**src/rtl/midi_encoder_if.sv**
```systemverilog
// Message handshake between the sequencer/control logic (master) and the MIDI encoder (slave).
//   msg_valid  master -> slave  message on msg_byte0..2 is valid
//   msg_ready  slave  -> master encoder can accept a message this cycle
//   msg_byte0  master -> slave  status byte (bit7 must be 1)
//   msg_byte1  master -> slave  data1 (bit7 ignored)
//   msg_byte2  master -> slave  data2 (bit7 ignored, unused for 2-byte messages)
interface midi_encoder_if;
  logic       msg_valid;
  logic       msg_ready;
  logic [7:0] msg_byte0;
  logic [7:0] msg_byte1;
  logic [7:0] msg_byte2;

  modport master (
    output msg_valid,
    output msg_byte0,
    output msg_byte1,
    output msg_byte2,
    input  msg_ready
  );

  modport slave (
    input  msg_valid,
    input  msg_byte0,
    input  msg_byte1,
    input  msg_byte2,
    output msg_ready
  );
endinterface

```
**src/rtl/midi_encoder.sv**
```systemverilog
// MIDI OUT transmitter: takes one complete MIDI message per handshake and serialises it as
// 8N1 UART (LSB first), bytes back-to-back, with optional running-status compression.
//   clk_i       system clock
//   reset_i     synchronous, active-high reset
//   msg_if      message handshake (slave side)
//   midi_tx_o   serial MIDI OUT, idle high, driven from a register
//   busy_o      high from accept until the last stop bit completes
//   msg_done_o  one-cycle pulse after the last stop bit of a message
module midi_encoder #(
  parameter int unsigned CLKS_PER_BIT   = 1536,
  parameter bit          RUNNING_STATUS = 1'b0
) (
  input  logic           clk_i,
  input  logic           reset_i,
  midi_encoder_if.slave  msg_if,
  output logic           midi_tx_o,
  output logic           busy_o,
  output logic           msg_done_o
);

  localparam int unsigned CntW = (CLKS_PER_BIT > 2) ? $clog2(CLKS_PER_BIT) : 1;
  localparam logic [CntW-1:0] CntMax = CntW'(CLKS_PER_BIT - 1);

  typedef enum logic [2:0] {StIdle, StLoad, StStart, StData, StStop, StDone} state_e;

  state_e          state_q, state_d;
  logic [7:0]      byte0_q, byte0_d;
  logic [7:0]      byte1_q, byte1_d;
  logic [7:0]      byte2_q, byte2_d;
  logic [1:0]      idx_q, idx_d;
  logic [1:0]      last_idx_q, last_idx_d;
  logic [7:0]      shift_q, shift_d;
  logic [2:0]      bit_q, bit_d;
  logic [CntW-1:0] cnt_q, cnt_d;
  logic            tx_q, tx_d;
  logic [7:0]      last_status_q, last_status_d;

  logic [7:0] in_b0;
  logic       accept, is_chan, is_sys_common, two_byte, skip_status;

  assign in_b0         = msg_if.msg_byte0;
  assign accept        = msg_if.msg_valid && (state_q == StIdle);
  assign is_chan       = (in_b0 >= 8'h80) && (in_b0 <= 8'hEF);
  assign is_sys_common = (in_b0 >= 8'hF0) && (in_b0 <= 8'hF7);
  assign two_byte      = (in_b0[7:4] == 4'hC) || (in_b0[7:4] == 4'hD) || (in_b0[7:4] == 4'hF);
  assign skip_status   = RUNNING_STATUS && is_chan && (in_b0 == last_status_q);

  always_comb begin
    state_d       = state_q;
    byte0_d       = byte0_q;
    byte1_d       = byte1_q;
    byte2_d       = byte2_q;
    idx_d         = idx_q;
    last_idx_d    = last_idx_q;
    shift_d       = shift_q;
    bit_d         = bit_q;
    cnt_d         = cnt_q;
    tx_d          = tx_q;
    last_status_d = last_status_q;

    unique case (state_q)
      StIdle: begin
        if (accept) begin
          byte0_d    = in_b0;
          byte1_d    = {1'b0, msg_if.msg_byte1[6:0]};
          byte2_d    = {1'b0, msg_if.msg_byte2[6:0]};
          idx_d      = skip_status ? 2'd1 : 2'd0;
          last_idx_d = two_byte ? 2'd1 : 2'd2;
          if (!in_b0[7]) begin
            // Not a status byte: drop the message, line stays idle.
            state_d = StDone;
          end else begin
            // The start bit goes out in the very next cycle; LOAD is its first cycle.
            state_d = StLoad;
            tx_d    = 1'b0;
            cnt_d   = '0;
            if (is_chan) begin
              last_status_d = in_b0;
            end else if (is_sys_common) begin
              last_status_d = 8'h00;
            end
          end
        end
      end
      StLoad: begin
        case (idx_q)
          2'd0:    shift_d = byte0_q;
          2'd1:    shift_d = byte1_q;
          default: shift_d = byte2_q;
        endcase
        cnt_d   = CntW'(1);
        state_d = StStart;
      end
      StStart: begin
        if (cnt_q == CntMax) begin
          cnt_d   = '0;
          bit_d   = '0;
          tx_d    = shift_q[0];
          state_d = StData;
        end else begin
          cnt_d = cnt_q + CntW'(1);
        end
      end
      StData: begin
        if (cnt_q == CntMax) begin
          cnt_d = '0;
          if (bit_q == 3'd7) begin
            tx_d    = 1'b1;
            state_d = StStop;
          end else begin
            bit_d   = bit_q + 3'd1;
            shift_d = shift_q >> 1;
            tx_d    = shift_q[1];
          end
        end else begin
          cnt_d = cnt_q + CntW'(1);
        end
      end
      StStop: begin
        if (cnt_q == CntMax) begin
          cnt_d = '0;
          if (idx_q == last_idx_q) begin
            state_d = StDone;
          end else begin
            idx_d   = idx_q + 2'd1;
            tx_d    = 1'b0;
            state_d = StLoad;
          end
        end else begin
          cnt_d = cnt_q + CntW'(1);
        end
      end
      StDone: begin
        state_d = StIdle;
      end
      default: begin
        state_d = StIdle;
        tx_d    = 1'b1;
      end
    endcase
  end

  always_ff @(posedge clk_i) begin
    if (reset_i) begin
      state_q       <= StIdle;
      byte0_q       <= '0;
      byte1_q       <= '0;
      byte2_q       <= '0;
      idx_q         <= '0;
      last_idx_q    <= '0;
      shift_q       <= '0;
      bit_q         <= '0;
      cnt_q         <= '0;
      tx_q          <= 1'b1;
      last_status_q <= '0;
    end else begin
      state_q       <= state_d;
      byte0_q       <= byte0_d;
      byte1_q       <= byte1_d;
      byte2_q       <= byte2_d;
      idx_q         <= idx_d;
      last_idx_q    <= last_idx_d;
      shift_q       <= shift_d;
      bit_q         <= bit_d;
      cnt_q         <= cnt_d;
      tx_q          <= tx_d;
      last_status_q <= last_status_d;
    end
  end

  assign msg_if.msg_ready = (state_q == StIdle);
  assign busy_o           = (state_q != StIdle);
  assign msg_done_o       = (state_q == StDone);
  assign midi_tx_o        = tx_q;

endmodule

```
**src/flat_wrapper.sv**
```systemverilog
// flat-port wrapper written by rule: the top's interface ports become plain ports
module midi_encoder_flat 
#(
  parameter int unsigned CLKS_PER_BIT   = 1536,
  parameter bit          RUNNING_STATUS = 1'b0
)
  (clk_i, reset_i, midi_tx_o, busy_o, msg_done_o, msg_if_msg_valid, msg_if_msg_byte0, msg_if_msg_byte1, msg_if_msg_byte2, msg_if_msg_ready);
  midi_encoder_if msg_if_i ();
  input  logic clk_i;
  input  logic reset_i;
  output logic midi_tx_o;
  output logic busy_o;
  output logic msg_done_o;
  input wire logic [$bits(msg_if_i.msg_valid)-1:0] msg_if_msg_valid;
  input wire logic [$bits(msg_if_i.msg_byte0)-1:0] msg_if_msg_byte0;
  input wire logic [$bits(msg_if_i.msg_byte1)-1:0] msg_if_msg_byte1;
  input wire logic [$bits(msg_if_i.msg_byte2)-1:0] msg_if_msg_byte2;
  output wire logic [$bits(msg_if_i.msg_ready)-1:0] msg_if_msg_ready;
  assign msg_if_i.msg_valid = msg_if_msg_valid;
  assign msg_if_i.msg_byte0 = msg_if_msg_byte0;
  assign msg_if_i.msg_byte1 = msg_if_msg_byte1;
  assign msg_if_i.msg_byte2 = msg_if_msg_byte2;
  assign msg_if_msg_ready = msg_if_i.msg_ready;
  midi_encoder #(.CLKS_PER_BIT(CLKS_PER_BIT), .RUNNING_STATUS(RUNNING_STATUS)) u_core (.clk_i(clk_i), .reset_i(reset_i), .msg_if(msg_if_i), .midi_tx_o(midi_tx_o), .busy_o(busy_o), .msg_done_o(msg_done_o));
endmodule
```
**config.mk**
```make
export PLATFORM = sky130hd
export DESIGN_NAME = midi_encoder_flat
export DESIGN_NICKNAME = d
export VERILOG_FILES = /design/src/rtl/midi_encoder_if.sv /design/src/rtl/midi_encoder.sv /design/src/flat_wrapper.sv
export SDC_FILE = /design/constraint.sdc
export NUM_CORES = 1
export LEC_CHECK = 0
export ABC_AREA = 0
export CORE_MARGIN = 1.5
export CORE_UTILIZATION = 51
export CTS_CLUSTER_SIZE = 14
export DETAILED_ROUTE_END_ITERATION = 8
export PLACE_DENSITY = 0.78
export SLEW_MARGIN = 20
export SYNTH_ARGS = -nofsm -noshare
export SYNTH_HDL_FRONTEND = slang
export SYNTH_SLANG_ARGS = --single-unit
```
**constraint.sdc**
```tcl
create_clock -name clk_i -period 2.27 [get_ports clk_i]
set_input_delay 0.227 -clock clk_i [delete_from_list [all_inputs] [get_ports clk_i]]
set_output_delay 0.227 -clock clk_i [all_outputs]
set_load 0.05 [all_outputs]
```
==> impl_metrics.toml <==
[timing]
rsz0062_at_grt = "false"
period_minus_slack_ns = 2.05
fin_skew_ns = 0.00790
tns_ns = 0
drv_slew = 0
setup_viol = 0
relSlewSlack = 0.605
finalWorstSetupSlack_ns = 0.222
fmax_mhz = 488
hold_violations = 0
period_share = 0.902
worst_pin_slew_ns = 0.590

[clocking]
cts-resized-gates = 0
cts.clk_slew.worst_paths_ns = 0.09
ctsHtreeMaxLevel = 2
cts.sinks = 52
clock_latency_ns = 0.30
ctsHoldBuffers = 0
cts_buffer_depth = 2
cts-root-buf = "clkbuf_8"
cts_buffers = 5
post_cts_buffers = 0
cts_tree = "done"

[global_route]
grt_pass1_vias = 2204
antenna_found_initial = 0
grt_max_degree = 52
globalRouteTotalUtil = 0.230
globalRouteOverflowTotal = 0
grt_pass1_wl_mm = 9.82

[yosys]
syn_nets = 356
netlist_area_sq_mm = 0.00256
synth_top_family_by_area = "compound AO/OA/AOI/OAI gates"
yosysWarnings = 0
async_reset_ff_frac = 0
synthMuxAreaShare = 0.00391
synth_fa_ha_area_frac = 0.0245
ys_seq_area_frac = 0.407
netlist_top_cells_area = "dfxtp_1 41%, nand2_1 8.8%, a21oi_1 7.8%, o21ai_0 3.3%, clkbuf_1 3.1%"
synthSimpleGateAreaFrac = 0.208
synth_edf_count = 0
syn_inst = 324
yosys.area.top_type = "dfxtp_1"
yosysUniqueCellTypes = 49
ys_seq_elements = 52
synth.top_cell.area_share = 0.407
synth_xor_area_frac = 0.0274
synth-main-ff-cell = "dfxtp_1"
avgSynthCellArea_sq_um = 7.89
synth_compound_area_frac = 0.271

[cells_and_area]
area_delta_synth_final_pct = 19.3
finalNonFillerCells = 419
fillers = 450
antenna_cells = 0
nNetsFinal = 383
drive_gt1_frac = 0.0881
final_util = 0.638

[route]
vias = 2446
first_iter_violations = 206
detail_route.first_pass.iterations = 5
remaining_drc_errors = 0
wl_per_cell_microns = 14.1
finalWirelength_mm = 5.89
ant_nets = 0
vias_per_cell = 5.84

[placement]
post-dp-hpwl_mm = 4.09
placed_cells = 411
gp_congestion = 0.842
io_buffers = 28
pre_cts_ws_ns = 0.254

[floorplan]
num_rows = 25
dieArea_sq_mm = 0.00545
start_util = 0.534
num_io_pins = 31
fp.dieH_microns = 73.8
coreArea_sq_mm = 0.00479
die_w_microns = 73.8

[setup_path]
path_max_fanout = 5
arrival_ns = 2.29
critPathKind = "flop to flop"
start_kind = "flop"
worstPathRequired_ns = 2.51
worstSetupEndpointType = "flop"

[hold_path]
hold_class = "flop to flop"

[job]
drv_cap = 0

[power_and_ir_drop]
powerDensity_mw_per_mm2 = 1010
sequentialPowerShare = 0.386
intPower_mw = 1.77
sw_frac_of_total = 0.426
p_leak_nw = 1.04
power_mw = 3.09
p_comb_frac = 0.443
pwr-share-clk = 0.171
switching_power_mw = 1.31
ir_worst_vdd_mv = 0.578

[outcome]
status = "completed"
worst max-delay path: stages (launching register included):
cell and delay [ns]:
dfxtp_1 0.40, ha_1 0.24, nand3b_1 0.12, or4_1 0.54, or4_1 0.55, a21oi_1 0.14
per-layer routing:
layer / part of all wire / wire [microns] / GRT usage / vias up
met1: 0.47 / 2750 / 0.295 / 1148
met2: 0.49 / 2880 / 0.394 / 53
li1: - / - / - / 1241
met4: 0.0054 / 32 / 0.0576 / 0
met3: 0.039 / 229 / 0.0425 / 4
met5: 0 / 0 / 0 / -
cells by family (layout without fill, tap and decap cells):
group	after synthesis	in the layout
AOI/OAI and AO/OA	105	105
xor gates and xnor gates	8	8
adders and majority gates	5	5
buffers and inverters	39	67
DFF	52	52
muxes	1	1
and+or+nand+nor	114	114
sequential cells by signal (all words and copies together) (netlist names):
name	cells
u_core.shift_q	8
u_core.midi_tx_o	1
u_core.state_q	3
u_core.bit_q	3
u_core.idx_q	2
u_core.cnt_q	11
u_core.byte2_q	7
u_core.byte0_q	8
u_core.byte1_q	7
u_core.last_idx_q	2
placed cells by master, fill, tap and decap left out, types with 2 or more instances in the layout:
| cell type | synthesis | final |
|---|---|---|
| dfxtp_1 | 52 | 52 |
| a221oi_1 | 2 | 2 |
| xnor2_1 | 8 | 8 |
| nor3_1 | 11 | 9 |
| nand3b_1 | 2 | 2 |
| buf_4 | 0 | 15 |
| or3_1 | 2 | 2 |
| nand3_1 | 3 | 3 |
| clkdlybuf4s50_1 | 0 | 25 |
| o2111ai_1 | 7 | 7 |
| a31oi_1 | 3 | 3 |
| clkbuf_8 | 0 | 5 |
| o21ai_0 | 17 | 17 |
| o41ai_1 | 2 | 2 |
| a22oi_1 | 8 | 8 |
| a21oi_1 | 40 | 40 |
| nand2_1 | 60 | 60 |
| nor4_1 | 4 | 4 |
| o311ai_0 | 7 | 7 |
| nor2_1 | 12 | 12 |
| ha_1 | 5 | 5 |
| nor3_2 | 0 | 2 |
| o21a_1 | 2 | 2 |
| or4_1 | 4 | 4 |
| nand2b_1 | 2 | 2 |
| inv_1 | 16 | 16 |
| a32oi_1 | 2 | 2 |
| nand4_1 | 6 | 6 |
| o22ai_1 | 2 | 2 |
| o221a_2 | 2 | 2 |
worst paths after layout:
path                      from                 to  slack (ns)  cells past startpoint
min reg2reg  u_core.byte2_q[1]  u_core.byte2_q[1]        0.46                      2
min          u_core.byte2_q[1]  u_core.byte2_q[1]        0.46                      2
max            u_core.cnt_q[0]    u_core.bit_q[0]        0.22                      5
max reg2reg    u_core.cnt_q[0]    u_core.bit_q[0]        0.22                      5
power groups by stage:
stage | Combinational, mW | Clock, mW | Sequential [mW]
4_1_cts | 1.37 | 0.545 | 1.19
6_report | 1.37 | 0.528 | 1.19
5_1_grt | 1.51 | 0.571 | 1.21
3_5_place_dp | 1.36 | 0 | 1.21
3_3_place_gp | 1.34 | 0 | 1.20
2_1_floorplan | 0.963 | 0 | 1.17
area by class of cell:
| cell class | instances | area, sq um | area share |
|---|---|---|---|
| clock inverters | 2 | 16.3 | 0.00533 |
| repair buffers | 42 | 395 | 0.130 |
| well taps | 67 | 83.8 | 0.0275 |
| clock buffers | 6 | 72.6 | 0.0238 |
| multi-input cells | 233 | 1380 | 0.452 |
| inverters | 17 | 63.8 | 0.0209 |
| flip-flops and latches | 52 | 1040 | 0.341 |
stage by stage:
step | area (sq um) | hold WS (ns)
floorplan | 2560 | 0.363
global placement | 2960 | 0.442
detailed placement | 2960 | 0.446
CTS | 3050 | 0.454
global route | 3050 | 0.459
finish | 3050 | 0.458
Yosys cell counts, drive strengths merged (5+ instances only):
cell type,number
nand2,60
clkbuf,21
dfxtp,52
o2111ai,7
nand4,6
nor2,12
o311ai,7
nor3,11
o21ai,17
inv,16
ha,5
a22oi,8
a21oi,40
xnor2,8
(Power assumes the default switching activity.)
